**src/rtl/memx_stream_ctrl.sv**
```systemverilog
// memx_stream_ctrl: streams a block of memX words to an update unit and writes each in-order result back to its source address.
// Define MEMX_STREAM_CTRL_ERR_EN to add a sticky `err` output that flags dropped (stray) results.
module memx_stream_ctrl #(
    parameter int ELEMENT_WIDTH   = 32,
    parameter int NO_OF_UNITS     = 8,
    parameter int ADDRESS_WIDTH   = 20,
    parameter int MAX_OUTSTANDING = 4
) (
    input  logic                                 clk,
    input  logic                                 reset,
    input  logic                                 start,
    input  logic [ADDRESS_WIDTH-1:0]             base_address,
    input  logic [ADDRESS_WIDTH-1:0]             length,
    output logic                                 busy,
    output logic                                 done,
    output logic [ADDRESS_WIDTH-1:0]             mem_read_address,
    input  logic [NO_OF_UNITS*ELEMENT_WIDTH-1:0] mem_data,
    output logic                                 mem_write_enable,
    output logic [ADDRESS_WIDTH-1:0]             mem_write_address,
    output logic [NO_OF_UNITS*ELEMENT_WIDTH-1:0] mem_write_data,
    output logic                                 op_valid,
    output logic [NO_OF_UNITS*ELEMENT_WIDTH-1:0] op_data,
    input  logic                                 op_ready,
    input  logic                                 res_valid,
    input  logic [NO_OF_UNITS*ELEMENT_WIDTH-1:0] res_data
`ifdef MEMX_STREAM_CTRL_ERR_EN
    ,
    output logic                                 err
`endif
);
    localparam int AW = ADDRESS_WIDTH;
    localparam int W  = NO_OF_UNITS * ELEMENT_WIDTH;
    localparam logic [AW-1:0] ZERO_C    = {AW{1'b0}};
    localparam logic [AW-1:0] ONE_C     = {{(AW-1){1'b0}}, 1'b1};
    localparam logic [AW-1:0] MAX_OUT_C = AW'(MAX_OUTSTANDING);
    localparam logic [W-1:0]  ZERO_W_C  = {W{1'b0}};

    typedef enum logic [0:0] {
        IDLE = 1'b0,
        RUN  = 1'b1
    } state_e;

    state_e        state_r;
    state_e        state_nxt_s;
    logic [AW-1:0] base_r;
    logic [AW-1:0] length_r;
    logic [AW-1:0] issued_r;
    logic [AW-1:0] received_r;
    logic [AW-1:0] outstanding_s;
    logic          start_accept_s;
    logic          op_valid_s;
    logic          op_fire_s;
    logic          res_accept_s;
    logic          last_res_s;
    logic          done_r;
    logic          mem_write_enable_r;
    logic [AW-1:0] mem_write_address_r;
    logic [W-1:0]  mem_write_data_r;

    // Counters never cross: a result is only accepted while something is in flight.
    assign outstanding_s = issued_r - received_r;
    assign op_fire_s     = op_valid_s && op_ready;

    // Next-state, issue qualification and result acceptance.
    always_comb begin
        state_nxt_s    = state_r;
        start_accept_s = 1'b0;
        op_valid_s     = 1'b0;
        res_accept_s   = 1'b0;
        last_res_s     = 1'b0;
        case (state_r)
            IDLE: begin
                start_accept_s = start;
                if (start && (length != ZERO_C)) begin
                    state_nxt_s = RUN;
                end else begin
                    state_nxt_s = IDLE;
                end
            end
            RUN: begin
                op_valid_s   = (issued_r < length_r) && (outstanding_s < MAX_OUT_C);
                res_accept_s = res_valid && (outstanding_s != ZERO_C);
                last_res_s   = res_accept_s && ((received_r + ONE_C) == length_r);
                if (last_res_s) begin
                    state_nxt_s = IDLE;
                end else begin
                    state_nxt_s = RUN;
                end
            end
            default: begin
                state_nxt_s = IDLE;
            end
        endcase
    end

    // State register.
    always_ff @(posedge clk) begin
        if (reset) begin
            state_r <= IDLE;
        end else begin
            state_r <= state_nxt_s;
        end
    end

    // Pass context and issue/receive counters.
    always_ff @(posedge clk) begin
        if (reset) begin
            base_r     <= ZERO_C;
            length_r   <= ZERO_C;
            issued_r   <= ZERO_C;
            received_r <= ZERO_C;
        end else if (start_accept_s) begin
            base_r     <= base_address;
            length_r   <= length;
            issued_r   <= ZERO_C;
            received_r <= ZERO_C;
        end else begin
            if (op_fire_s) begin
                issued_r <= issued_r + ONE_C;
            end
            if (res_accept_s) begin
                received_r <= received_r + ONE_C;
            end
        end
    end

    // Registered write-back port and end-of-pass pulse; reset cancels a pending write.
    always_ff @(posedge clk) begin
        if (reset) begin
            mem_write_enable_r  <= 1'b0;
            mem_write_address_r <= ZERO_C;
            mem_write_data_r    <= ZERO_W_C;
            done_r              <= 1'b0;
        end else begin
            mem_write_enable_r <= res_accept_s;
            done_r             <= last_res_s || (start_accept_s && (length == ZERO_C));
            if (res_accept_s) begin
                mem_write_address_r <= base_r + received_r;
                mem_write_data_r    <= res_data;
            end
        end
    end

`ifdef MEMX_STREAM_CTRL_ERR_EN
    logic err_r;

    // Sticky flag for dropped results; a new pass clears it unless a stray arrives in the same cycle.
    always_ff @(posedge clk) begin
        if (reset) begin
            err_r <= 1'b0;
        end else if (res_valid && !res_accept_s) begin
            err_r <= 1'b1;
        end else if (start_accept_s) begin
            err_r <= 1'b0;
        end
    end

    assign err = err_r;
`endif

    assign busy              = (state_r == RUN);
    assign done              = done_r;
    assign mem_read_address  = base_r + issued_r;
    assign op_valid          = op_valid_s;
    assign op_data           = mem_data;
    assign mem_write_enable  = mem_write_enable_r;
    assign mem_write_address = mem_write_address_r;
    assign mem_write_data    = mem_write_data_r;

endmodule

```
**config.mk**
```make
export PLATFORM = sky130hd
export DESIGN_NAME = memx_stream_ctrl
export DESIGN_NICKNAME = d
export VERILOG_FILES = /design/src/rtl/memx_stream_ctrl.sv
export SDC_FILE = /design/constraint.sdc
export NUM_CORES = 1
export LEC_CHECK = 0
export ABC_AREA = 1
export ABC_CLOCK_PERIOD_IN_PS = 6430
export BUFFER_PORTS_ARGS = -buffer_cell sky130_fd_sc_hd__buf_2
export CAP_MARGIN = 20
export CORE_AREA = 5 5 431 433
export CTS_BUF_LIST = sky130_fd_sc_hd__clkbuf_4 sky130_fd_sc_hd__clkbuf_8
export CTS_CLUSTER_SIZE = 8
export DETAILED_ROUTE_END_ITERATION = 7
export DIE_AREA = 0 0 436 438
export PLACE_DENSITY_LB_ADDON = 0.05
export SETUP_SLACK_MARGIN = 0.2
export SYNTH_ARGS = -nofsm -noshare
export SYNTH_HDL_FRONTEND = slang
export SYNTH_SLANG_ARGS = --single-unit
export TNS_END_PERCENT = 100
```
**constraint.sdc**
```tcl
create_clock -name clk -period 6.43 [get_ports clk]
set_clock_uncertainty 0.2 [all_clocks]
set_input_delay 0.9645 -clock clk [delete_from_list [all_inputs] [get_ports clk]]
set_output_delay 0.9645 -clock clk [all_outputs]
set_load 0.005 [all_outputs]
```
# Yosys cells after proc, flatten, opt, wreduce, memory -nomap -nowiden
# Cells that the tools add are included.
# word_totals
reg_bits	359
in_bits	557
elab_cells	36
# op_classes
n_addsub	5
magnitude_cmp	2
eq_ne	1
muxes	7
n_bitwise	1
reduce_logical	11
# op_table
operator	n
20-bit by 1-bit adder with 20-bit output, second input constant	2
20-bit adder	2
20-bit nonzero test	2
20-bit equality test	1
20-bit zero test	1
20-bit less-than comparator	1
20-bit by 3-bit less-than comparator with 1-bit output, second input constant	1
20-bit subtractor	1
1-bit logical AND	6
1-bit 2-to-1 mux	6
1-bit case mux with 2 select lines	1
2-bit OR reduction	1
1-bit logical OR	1
1-bit inverter	1

# Longest topological paths before layout
# Gate-level depths: netlist of run 1.
# logic_depth
depth_word	6
depth_mapped	23
mapped_depth_nobuf	21

# Worst setup path after synthesis of run 1
# OpenSTA, ideal clock, no wires.
# synth_path
path_kind	reg-to-output
startpoint	register issued_r[0]
endpoint	output port mem_read_address[14]
t_arrival_ns	2.361
required_ns	5.265
setup_slack_ns	2.905
path_stages_with_launch	13
n_path_buf	0
path_cell_list	dfxtp_1 -> ha_1 -> inv_1 -> fa_1 -> o31ai_1 -> nand3_1 -> nand2_1 -> a21boi_0 -> o21ai_0 -> nand2_1 -> nand3_1 -> nand2_1 -> xnor2_1
# synth_between
elab_chain_len	1
# synth_rtl
item	line_no	rtl
start: declaration	47	logic [AW-1:0] issued_r;
start signal: assignment	119	issued_r <= issued_r + ONE_C;
20-bit adder	163	assign mem_read_address = base_r + issued_r;
end: declaration	16	output logic [ADDRESS_WIDTH-1:0] mem_read_address,
# Every way passes these cells.

# Worst setup path in the final report of run 1
# Ends and elaborated chain as after synthesis.

==> results of run 1 <==
## worst register-to-register path: stages (launching register included)
cell and delay (ns):
dfxtp_1 0.68, ha_1 0.42, a21oi_1 0.31, nand2_1 0.10, nand2_1 0.10, nand3_2 0.10
nand2_1 0.08, nand2_1 0.06, nor2_1 0.11, nand2_1 0.07, nor2_1 0.23, nand3_2 0.17
nand2_8 0.23, clkinv_8 0.36, buf_12 0.54, nor2_1 0.25, nor2_1 0.06
## area by class of cell
type                       count  area share, %
multi-input combinational   1776           35.7
sequential                   359           29.3
timing repair buffer         625           13.2
tap                         2385           12.2
clock buffer                 134           6.78
inverter                     139           2.21
clock inverter                14          0.464
antenna                       12          0.122
## cell usage after synthesis, types with 3 or more instances
cell type  instances
buf_2             55
clkbuf_1          49
nand3b_1           5
a211oi_1           3
nor2_2             5
inv_1            134
o21bai_1           4
dfxtp_1          359
a21oi_1          137
nand3_1           91
o31ai_1            3
xnor2_1           26
nor4_1            11
xor2_1            42
nor2_1           638
buf_4            262
a21o_1             4
nand2_2            6
nand4_1           23
nand2_1          295
o21ai_0          332
nor3_1            18
o211ai_1           4
o21ai_1           32
ha_1              78
buf_6              6
## through the flow
step           hold slack, ns  area (um2)  util (%)
3_3_place_gp            0.259       22700      12.5
4_1_cts                0.0334       24500      13.5
3_5_place_dp            0.266       22700      12.5
5_1_grt                0.0781       24500      13.5
6_report                0.192       24500      13.5
2_1_floorplan           0.259       19000         -
## sequential cells by signal, indices dropped and copies added (netlist names)
signal             count
mem_write_enable       1
done                   1
issued_r              20
busy                   1
mem_write_address     20
base_r                20
mem_write_data       256
received_r            20
length_r              20
## worst max-delay path by stage
stage / to / cells after the start / startpoint
2_1_floorplan: mem_read_address[14] / 12 / issued_r[0]
3_3_place_gp: mem_read_address[14] / 13 / issued_r[0]
3_5_place_dp: mem_read_address[14] / 13 / issued_r[0]
4_1_cts: mem_read_address[14] / 13 / issued_r[0]
5_1_grt: mem_read_address[14] / 13 / issued_r[0]
6_report: mem_read_address[14] / 13 / issued_r[0]
## layer usage
layer	up-vias	GRT usage, %	part of all wire, %
li1	9065	-	-
met1	8411	13.4	42
met2	608	19.0	48
met3	278	3.65	6.5
met4	16	4.20	3.7
met5	-	0	0.092
## where the power goes
group          internal [mW]  switching (mW)
registers               2.36          0.0972
clock network           1.64            1.32
logic                  0.335           0.576
## logic make-up after synthesis
kind of cell,Yosys count,synth area share [%]
compound gates,524,14.1
xor+xnor,68,3.14
fa+ha+maj,80,5.36
buf+inv,513,16.0
flops,359,37.9
simple gates,1104,23.5
==> results.toml, run 1 <==
[cts]
htreeDepth = 3
numCtsBuffers = 88
cts.clk_slew.worst_paths_ns = 0.06
cts.path.max_buffers = 3
ctsResizeCount = 0
cts_setup_buffers = 0
cts_tree = "done"
ctsRootBufferMaster = "clkbuf_8"
clock-sinks = 359
ctsHoldBuffers = 0
clk_latency_ns = 0.80

[sta]
period_share_pct = 79.9
max_freq_mhz = 195
finalCriticalPeriod_ns = 5.14
rsz0062_at_grt = "false"
tightest_slew_ns = 0.896
hold_violations = 0
fin_ws_ns = 1.29
slew_violations = 0
setup_violations = 0
fin_tns_setup_ns = 0
relSlewSlack_pct = 40.2

[status]
status = "finished clean"

[global_routing]
grt_overflow_total = 0
grt_pass1_vias = 18800
grt.total_usage_pct = 11.3
grt_pass1_wl_mm = 153
antenna_found_initial = 44
grt_max_degree = 154

[hold_path]
min_to = "mem_write_data[222]"
holdPathStages = 3
worstHoldStart = "res_data[222]"
min_path_type = "in2reg"

[critical_path]
cp-end-kind = "primary output"
cpMostUsedCell = "nand2_1"
path_class = "reg2out"
r2r_end = "mem_write_data[7]"
required_ns = 5.27
regToRegSetupSlack_ns = 2.23
cp_top_family = "compound AO/OA/AOI/OAI gates"
critical_path_buf_inv_count = 2
crit_arrival_ns = 3.97
start_kind = "flip-flop"
rr_worst_depth = 16
crit_chain = "ha_1 > inv_1 > fa_1 > o31ai_1 > nand3_1 > nand2_1 > a21boi_0 > o21ai_0 > nand2_1 > nand3_1 > nand2_1 > xnor2_1 > buf_2"
crit_fanout = 7
slowest_stage = "dfxtp_1"
slowest_delay_ns = 0.47
r2r-start = "issued_r[5]"

[finish]
fillers = 21200
regArea_um2 = 7190
layout-drive-gt1-share_pct = 26.2
final_cell_mix = "nor2_1 (637), buf_2 (600), dfxtp_1 (359), o21ai_0 (332), nand2_1 (294)"
synthToLayoutAreaGrowth_pct = 29.3
multiInputGateArea_um2 = 8770
layout.nets = 3626
layout_commonest_cell = "nor2_1"
final_cells = 5444

[yosys]
synth.distinct_cells = 43
ys_top_cells_by_area = "dfxtp_1 (38%), nor2_1 (13%), buf_4 (10%)"
yosysTopAreaCell = "dfxtp_1"
synth-seq-cells = 359
yosys_warnings = 0
yosysSeqAreaShare_pct = 37.9
netlist_area_um2 = 19000
synth-async-reset-ratio_pct = 0
postSynthNetCount = 3285
syn_inst = 2648
synth-edff-count = 0
avgSynthCellArea_um2 = 7.16
ys.flop_type = "dfxtp_1"
synth_top_area_share_pct = 37.9

[drt]
first_iter_violations = 677
first_pass_iters = 5
vias = 18400
vias_per_cell = 3.38
wire_per_inst_um = 20.6
antenna_left = 0
wl_mm = 112
remaining_drc_errors = 0

[floorplan]
fp.dieH_um = 438
initial_core_util_pct = 10.4
core-area_um2 = 182000
die_w_um = 436
rows = 157
die-area_um2 = 191000
ioPinCount = 1113

[power]
power_density_nw_per_um2 = 258
total_leakage_power_nw = 10.9
power_mw = 6.33
ir_worst_vdd_uv = 116

[place]
pre_cts_slack_ns = 2.00
dp_hpwl_mm = 87.4
place_congestion = 0.734
place_inst = 5284
numPortBuffers = 600

[run]
maxCapViolCount = 0
Note: power is estimated with default switching activity, not from simulation.
==> run 2, diff against run 1 <==
Settings changed: ABC_AREA 1 to 0, ABC_CLOCK_PERIOD_IN_PS 6430 to 4500, CORE_AREA 5 5 431 433 to 5 5 429 431, DIE_AREA 0 0 436 438 to 0 0 434 436.
Clock period 6.43 ns to 4.5 ns, I/O delays scaled along.
==> run 2 against run 1 <==
Compared with the run above: the run now ends with setup timing left; total power rose by 79%; wire length rose by 9.1%; combinational power increased to 4.0 times the previous value; setup slack got worse by 1.4 ns; final cell count grew 3.1%; design area is 23% higher; first-iteration DRC count rose by 49%; clock power up 40%; sequential share of layout area fell by 5.5 points; worst hold slack lost 0.11 ns; critical path depth did not move; critical path type unchanged.
==> results.toml, run 2 <==
[yosys]
netlist_area_um2 = 20400
ys_top_cells_by_area = "dfxtp_1 (35%), o211ai_1 (11%), buf_4 (9.4%)"
postSynthNetCount = 3171
avgSynthCellArea_um2 = 8.07
yosys_warnings = 0
yosysMostFrequentCell = "dfxtp_1"
yosysTopAreaCell = "dfxtp_1"
synth_top_area_share_pct = 35.2
ys.flop_type = "dfxtp_1"
synth-async-reset-ratio_pct = 0
syn_inst = 2534
yosysSeqAreaShare_pct = 35.2
synth.distinct_cells = 66
synth.cells.most_frequent = "dfxtp_1 (359), a21oi_1 (358), nand3_1 (302), o211ai_1 (295), buf_4 (256)"
synth-edff-count = 0
synth-seq-cells = 359

[floorplan]
rows = 156
ioPinCount = 1113
initial_core_util_pct = 11.4
core-area_um2 = 180000
die-area_um2 = 189000
die_w_um = 434
fp.dieH_um = 436

[sta]
tightest_slew_ns = 1.16
max_freq_mhz = 219
fin_tns_setup_ns = -0.0592
hold_violations = 0
holdWs_ns = 0.0774
setup_violations = 1
slew_violations = 0
period_share_pct = 101
fin_ws_ns = -0.0592
rsz0062_at_grt = "true"
finalCriticalPeriod_ns = 4.56
relSlewSlack_pct = 22.4

[critical_path]
slowest_stage = "a2111o_1"
r2r_end = "mem_write_data[137]"
cp_top_family = "compound AO/OA/AOI/OAI gates"
r2r-start = "issued_r[8]"
slowest_delay_ns = 0.37
regToRegSetupSlack_ns = 0.46
path_class = "reg2out"
cp-end-kind = "primary output"
rr_worst_depth = 15
start_kind = "flip-flop"
crit_fanout = 8
required_ns = 3.62
crit_chain = "buf_4 > ha_4 > nand2b_1 > o221ai_1 > a2111o_1 > a211oi_2 > o2111ai_2 > nor4_4 > buf_4 > o2111ai_4 > nor2_2 > buf_6 > buf_6"
crit_arrival_ns = 3.68
critical_path_buf_inv_count = 4

[place]
place_congestion = 0.748
place_inst = 5147
dp_hpwl_mm = 89.9
numPortBuffers = 600

[global_routing]
grt_pass1_vias = 22600
antenna_found_initial = 10
grt_pass1_wl_mm = 171
grt.total_usage_pct = 12.4
grt_max_degree = 148
grt_overflow_total = 0

[cts]
htreeDepth = 3
clock-sinks = 359
cts_tree = "done"
clk_latency_ns = 0.82
cts.clk_slew.worst_paths_ns = 0.06
numCtsBuffers = 88
ctsRootBufferMaster = "clkbuf_8"
cts.path.max_buffers = 3

[status]
status = "finished with violations"
failed_checks = "setup timing"

[hold_path]
holdPathStages = 3
min_path_type = "in2reg"
worstHoldStart = "base_address[13]"
min_to = "base_r[13]"

[drt]
vias_per_cell = 3.85
first_iter_violations = 1012
vias = 21600
wire_per_inst_um = 21.8
top_layer = "met4"
wl_mm = 122
wl_met2_mm = 61.0
wl_met1_mm = 47.5
antenna_left = 0
first_pass_iters = 5
met3_length_mm = 7.37
remaining_drc_errors = 0

[finish]
synthToLayoutAreaGrowth_pct = 47.9
layout-drive-gt1-share_pct = 29.9
final_cell_mix = "buf_2 (591), a21oi_1 (350), dfxtp_1 (349), nand3_1 (302)"
layout_commonest_cell = "buf_2"
utilization_pct = 16.8
final_cells = 5611
layout.nets = 3813
largest_reg_flops = 256

[power]
total_leakage_power_nw = 11.8
power_density_nw_per_um2 = 375
ir_worst_vdd_uv = 383
power_mw = 11.4

[run]
maxCapViolCount = 0
[run 2: cell types whose count changed after synthesis, sizes merged, moves of 23 or more]
cell and delta:
a21oi +221, clkbuf +105, inv -76, mux2i +40, nand2 -126, nand3 +209, nor2 -596, o211ai +291
o21ai -330, xor2 -23
[run 2: how the worst max path moves through the flow]
| stage | startpoint | endpoint | depth (start not counted) |
|---|---|---|---|
| floorplan | received_r[2] | op_valid | 12 |
| global placement | issued_r[1] | mem_write_data[137] | 14 |
| detailed placement | issued_r[1] | mem_write_data[137] | 14 |
| CTS | issued_r[1] | op_valid | 13 |
| global route | issued_r[1] | op_valid | 14 |
| finish | issued_r[8] | op_valid | 13 |
[run 2: worst min-delay path, stage by stage]
cell     delay, ns
buf_2         0.10
nand2_1       0.16
a21oi_1       0.09
[run 2: cell families (layout without fill, tap and decap cells)]
group           count (synthesis)  in the layout  synth area share (%)
mux                            42             42                  2.07
simple gates                  665            665                  15.9
other cells                     0             11                     0
fa+ha+maj                      80             80                  4.97
xor+xnor                       65             65                  2.78
compound gates                780            780                  24.2
flops                         359            359                  35.2
buf+inv                       543           1239                  15.0
[run 2: final cells by class]
| cell class | instances | area, um2 |
|---|---|---|
| clock buffer | 132 | 1620 |
| inverter | 61 | 229 |
| clock inverter | 12 | 85.1 |
| timing repair buffer | 1034 | 7370 |
| antenna | 11 | 27.5 |
| fill | 20400 | 150000 |
| multi-input combinational | 1632 | 10700 |
| tap | 2370 | 2970 |
| sequential | 359 | 7200 |
[run 2: where the power goes]
part,total (mW),internal [mW],switching (mW)
clock network,4.13,2.27,1.86
registers,3.60,3.45,0.153
logic,3.62,1.17,2.45
[run 2: repair_timing]
item / 4_1_cts / 5_1_grt
setup buffers: 9 / 5
pin swaps: 26 / 14
resized for setup: 91 / 23
hold buffers: 295 / 0
hold endpoints to repair: 295 / 0
setup endpoints to repair: 194 / 9
[run 2: stage by stage]
stage | area (um2) | worst slack, ns
floorplan | 20400 | 0.645
global placement | 24900 | -0.0532
detailed placement | 24900 | -0.0684
CTS | 30000 | -0.298
global route | 30200 | -0.315
finish | 30200 | -0.0592
[run 2: layer usage]
layer,vias up,global-route usage [%]
met3,282,3.20
met4,0,6.09
met5,-,0
li1,10200,-
met1,10400,13.6
met2,708,21.9
==> run 3, diff against run 2 <==
--- a/config.mk
+++ b/config.mk
@@ -15,4 +15,5 @@
 export DETAILED_ROUTE_END_ITERATION = 7
 export DIE_AREA = 0 0 434 436
+export GPL_TIMING_DRIVEN = 1
 export PLACE_DENSITY_LB_ADDON = 0.05
 export SETUP_SLACK_MARGIN = 0.2
==> constraint.sdc (replaced) <==
create_clock -name clk -period 4.5 [get_ports clk]
set_clock_uncertainty 0.2 [all_clocks]
set_input_delay 0.675 -clock clk [delete_from_list [all_inputs] [get_ports clk]]
set_output_delay 0.675 -clock clk [all_outputs]
set_load 0.05 [all_outputs]
==> run 3 against run 2 <==
Compared with the run above: the run still ends with setup timing left; design area increased by 0.36%; wire length is 0.27% higher; final cell count barely moved; combinational power up 28%; largest cell class unchanged; critical path type unchanged.
==> results.toml, run 3 (synthesis results as in run 2) <==
[cts]
numCtsBuffers = 87
ctsRootBufferMaster = "clkbuf_8"
htreeDepth = 3
clk_latency_ns = 0.81
cts.path.max_buffers = 3
cts_tree = "done"
cts.clk_slew.worst_paths_ns = 0.06
clock-sinks = 359

[drt]
wl_mm = 123
wire_per_inst_um = 21.9
first_iter_violations = 1129
antenna_left = 0
first_pass_iters = 5
remaining_drc_errors = 0
vias = 21700
vias_per_cell = 3.87

[global_routing]
grt_max_degree = 147
grt_pass1_wl_mm = 170
grt_overflow_total = 0
grt_pass1_vias = 22400
grt.total_usage_pct = 12.3
antenna_found_initial = 12

[critical_path]
start_kind = "flip-flop"
required_ns = 3.62
crit_chain = "inv_2 > ha_4 > nor2b_2 > o31a_1 > o211a_4 > a31oi_4 > mux2_4 > nor4_4 > buf_4 > o2111ai_4 > nor2_4 > buf_6 > buf_8"
startpoint = "received_r[1]"
regToRegSetupSlack_ns = 0.44
r2r-start = "received_r[1]"
cp-end-kind = "primary output"
rr_worst_depth = 14
crit_arrival_ns = 3.81
r2r_end = "issued_r[3]"
crit_fanout = 5
slowest_stage = "o31a_1"
path_class = "reg2out"
slowest_delay_ns = 0.35

[sta]
tightest_slew_ns = 0.986
max_freq_mhz = 213
finalCriticalPeriod_ns = 4.69
setup_violations = 2
relSlewSlack_pct = 34.3
rsz0062_at_grt = "true"
period_share_pct = 104
fin_ws_ns = -0.185
hold_violations = 0
slew_violations = 0

[power]
ir_worst_vdd_uv = 379
power_switching_mw = 5.48
netSwitchingFraction_pct = 43.6
internal_power_mw = 7.08
pwr-share-comb_pct = 37.0
total_leakage_power_nw = 11.8
p_seq_share_pct = 28.7
power_density_nw_per_um2 = 414
clockPowerShare_pct = 34.3

[finish]
synthToLayoutAreaGrowth_pct = 48.4
multiInputGateArea_um2 = 10800
largest_reg_flops = 256
layout_commonest_cell = "buf_2"
layout-drive-gt1-share_pct = 30.1
regArea_um2 = 7210
final_cell_mix = "buf_2 (590), a21oi_1 (349), dfxtp_1 (345), nand3_1 (302), dlygate4sd3_1 (297)"
stdcell_area_um2 = 30300
layout.nets = 3801
fillers = 20400
final_cells = 5609

[place]
place_congestion = 0.743
dp_hpwl_mm = 87.9
numPortBuffers = 600
place_area_um2 = 24800
place_inst = 5134

[hold_path]
min_path_type = "in2reg"
min_to = "done"
worstHoldStart = "reset"
holdPathStages = 2

[run]
maxCapViolCount = 0

[floorplan]
fp.dieH_um = 436
ioPinCount = 1113
core-area_um2 = 180000
rows = 156
die_w_um = 434
die-area_um2 = 189000
initial_core_util_pct = 11.4

[status]
status = "finished with violations"
failed_checks = "setup timing"
## run 3: changes by cell type in the layout (fill, tap and decap cells not counted), sizes merged
cell	change
clkbuf	+9
dlygate4sd3	+2
clkinv	+2
bufinv	+1
diode	-2
clkinvlp	+1
buf	-15
## run 3: stage by stage
step	hold WS, ns	utilization [%]	setup TNS [ns]	worst slack, ns	total power, mW
finish	0.0953	16.9	-0.228	-0.185	12.6
global route	0.0619	16.9	-0.676	-0.404	13.4
global placement	0.250	13.8	-0.200	-0.200	7.85
floorplan	0.236	-	0	0.311	6.84
CTS	0.0214	16.8	-0.563	-0.345	12.9
detailed placement	0.255	13.8	-0.176	-0.0649	7.88
## run 3: repair_timing
| action | 4_1_cts | 5_1_grt |
|---|---|---|
| pin swaps | 31 | 17 |
| resized for setup | 106 | 15 |
| cloned | 1 | 1 |
| hold endpoints to repair | 298 | 0 |
| endpoints found under the setup margin | 141 | 124 |
| buffers inserted | 6 | 6 |
| hold buffers | 297 | 0 |
## run 3: how the worst max path moves through the flow
stage,slack (ns),cells after the start,end
after floorplan,0.31,12,op_valid
after global placement,-0.20,13,mem_read_address[18]
after detailed placement,-0.06,13,op_valid
after CTS,-0.35,13,op_valid
after global routing,-0.40,14,op_valid
final,-0.19,13,op_valid
## run 3: layout make-up
class / count / area share [%]
multi-input combinational: 1632 / 35.5
timing repair buffer: 1023 / 24.2
sequential: 359 / 23.7
tap: 2370 / 9.77
clock buffer: 139 / 5.58
inverter: 61 / 0.754
clock inverter: 16 / 0.429
antenna: 9 / 0.0742
## run 3: worst max-delay path, delay by kind of cell, from the launching register on
kind	cells	cell delay, ns
DFF	1	0.34
buffers and inverters	4	0.51
and+or+nand+nor	3	0.59
adders and majority gates	1	0.22
muxes	1	0.34
AOI/OAI and AO/OA	4	0.97
## run 3: metal layers
| metal | wire [um] | global-route usage [%] | vias to the layer above |
|---|---|---|---|
| met3 | 8190 | 3.54 | 288 |
| met1 | 48800 | 13.9 | 10500 |
| met5 | 33 | 0.102 | - |
| met4 | 5930 | 5.85 | 2 |
| li1 | - | - | 10200 |
| met2 | 59700 | 21.2 | 714 |
## run 3: power groups by stage
stage	Combinational (mW)	Sequential, mW	Clock, mW
2_1_floorplan	2.36	4.48	0
3_3_place_gp	4.18	3.67	0
3_5_place_dp	4.21	3.68	0
4_1_cts	4.71	3.61	4.62
5_1_grt	5.00	3.64	4.72
6_report	4.64	3.61	4.31
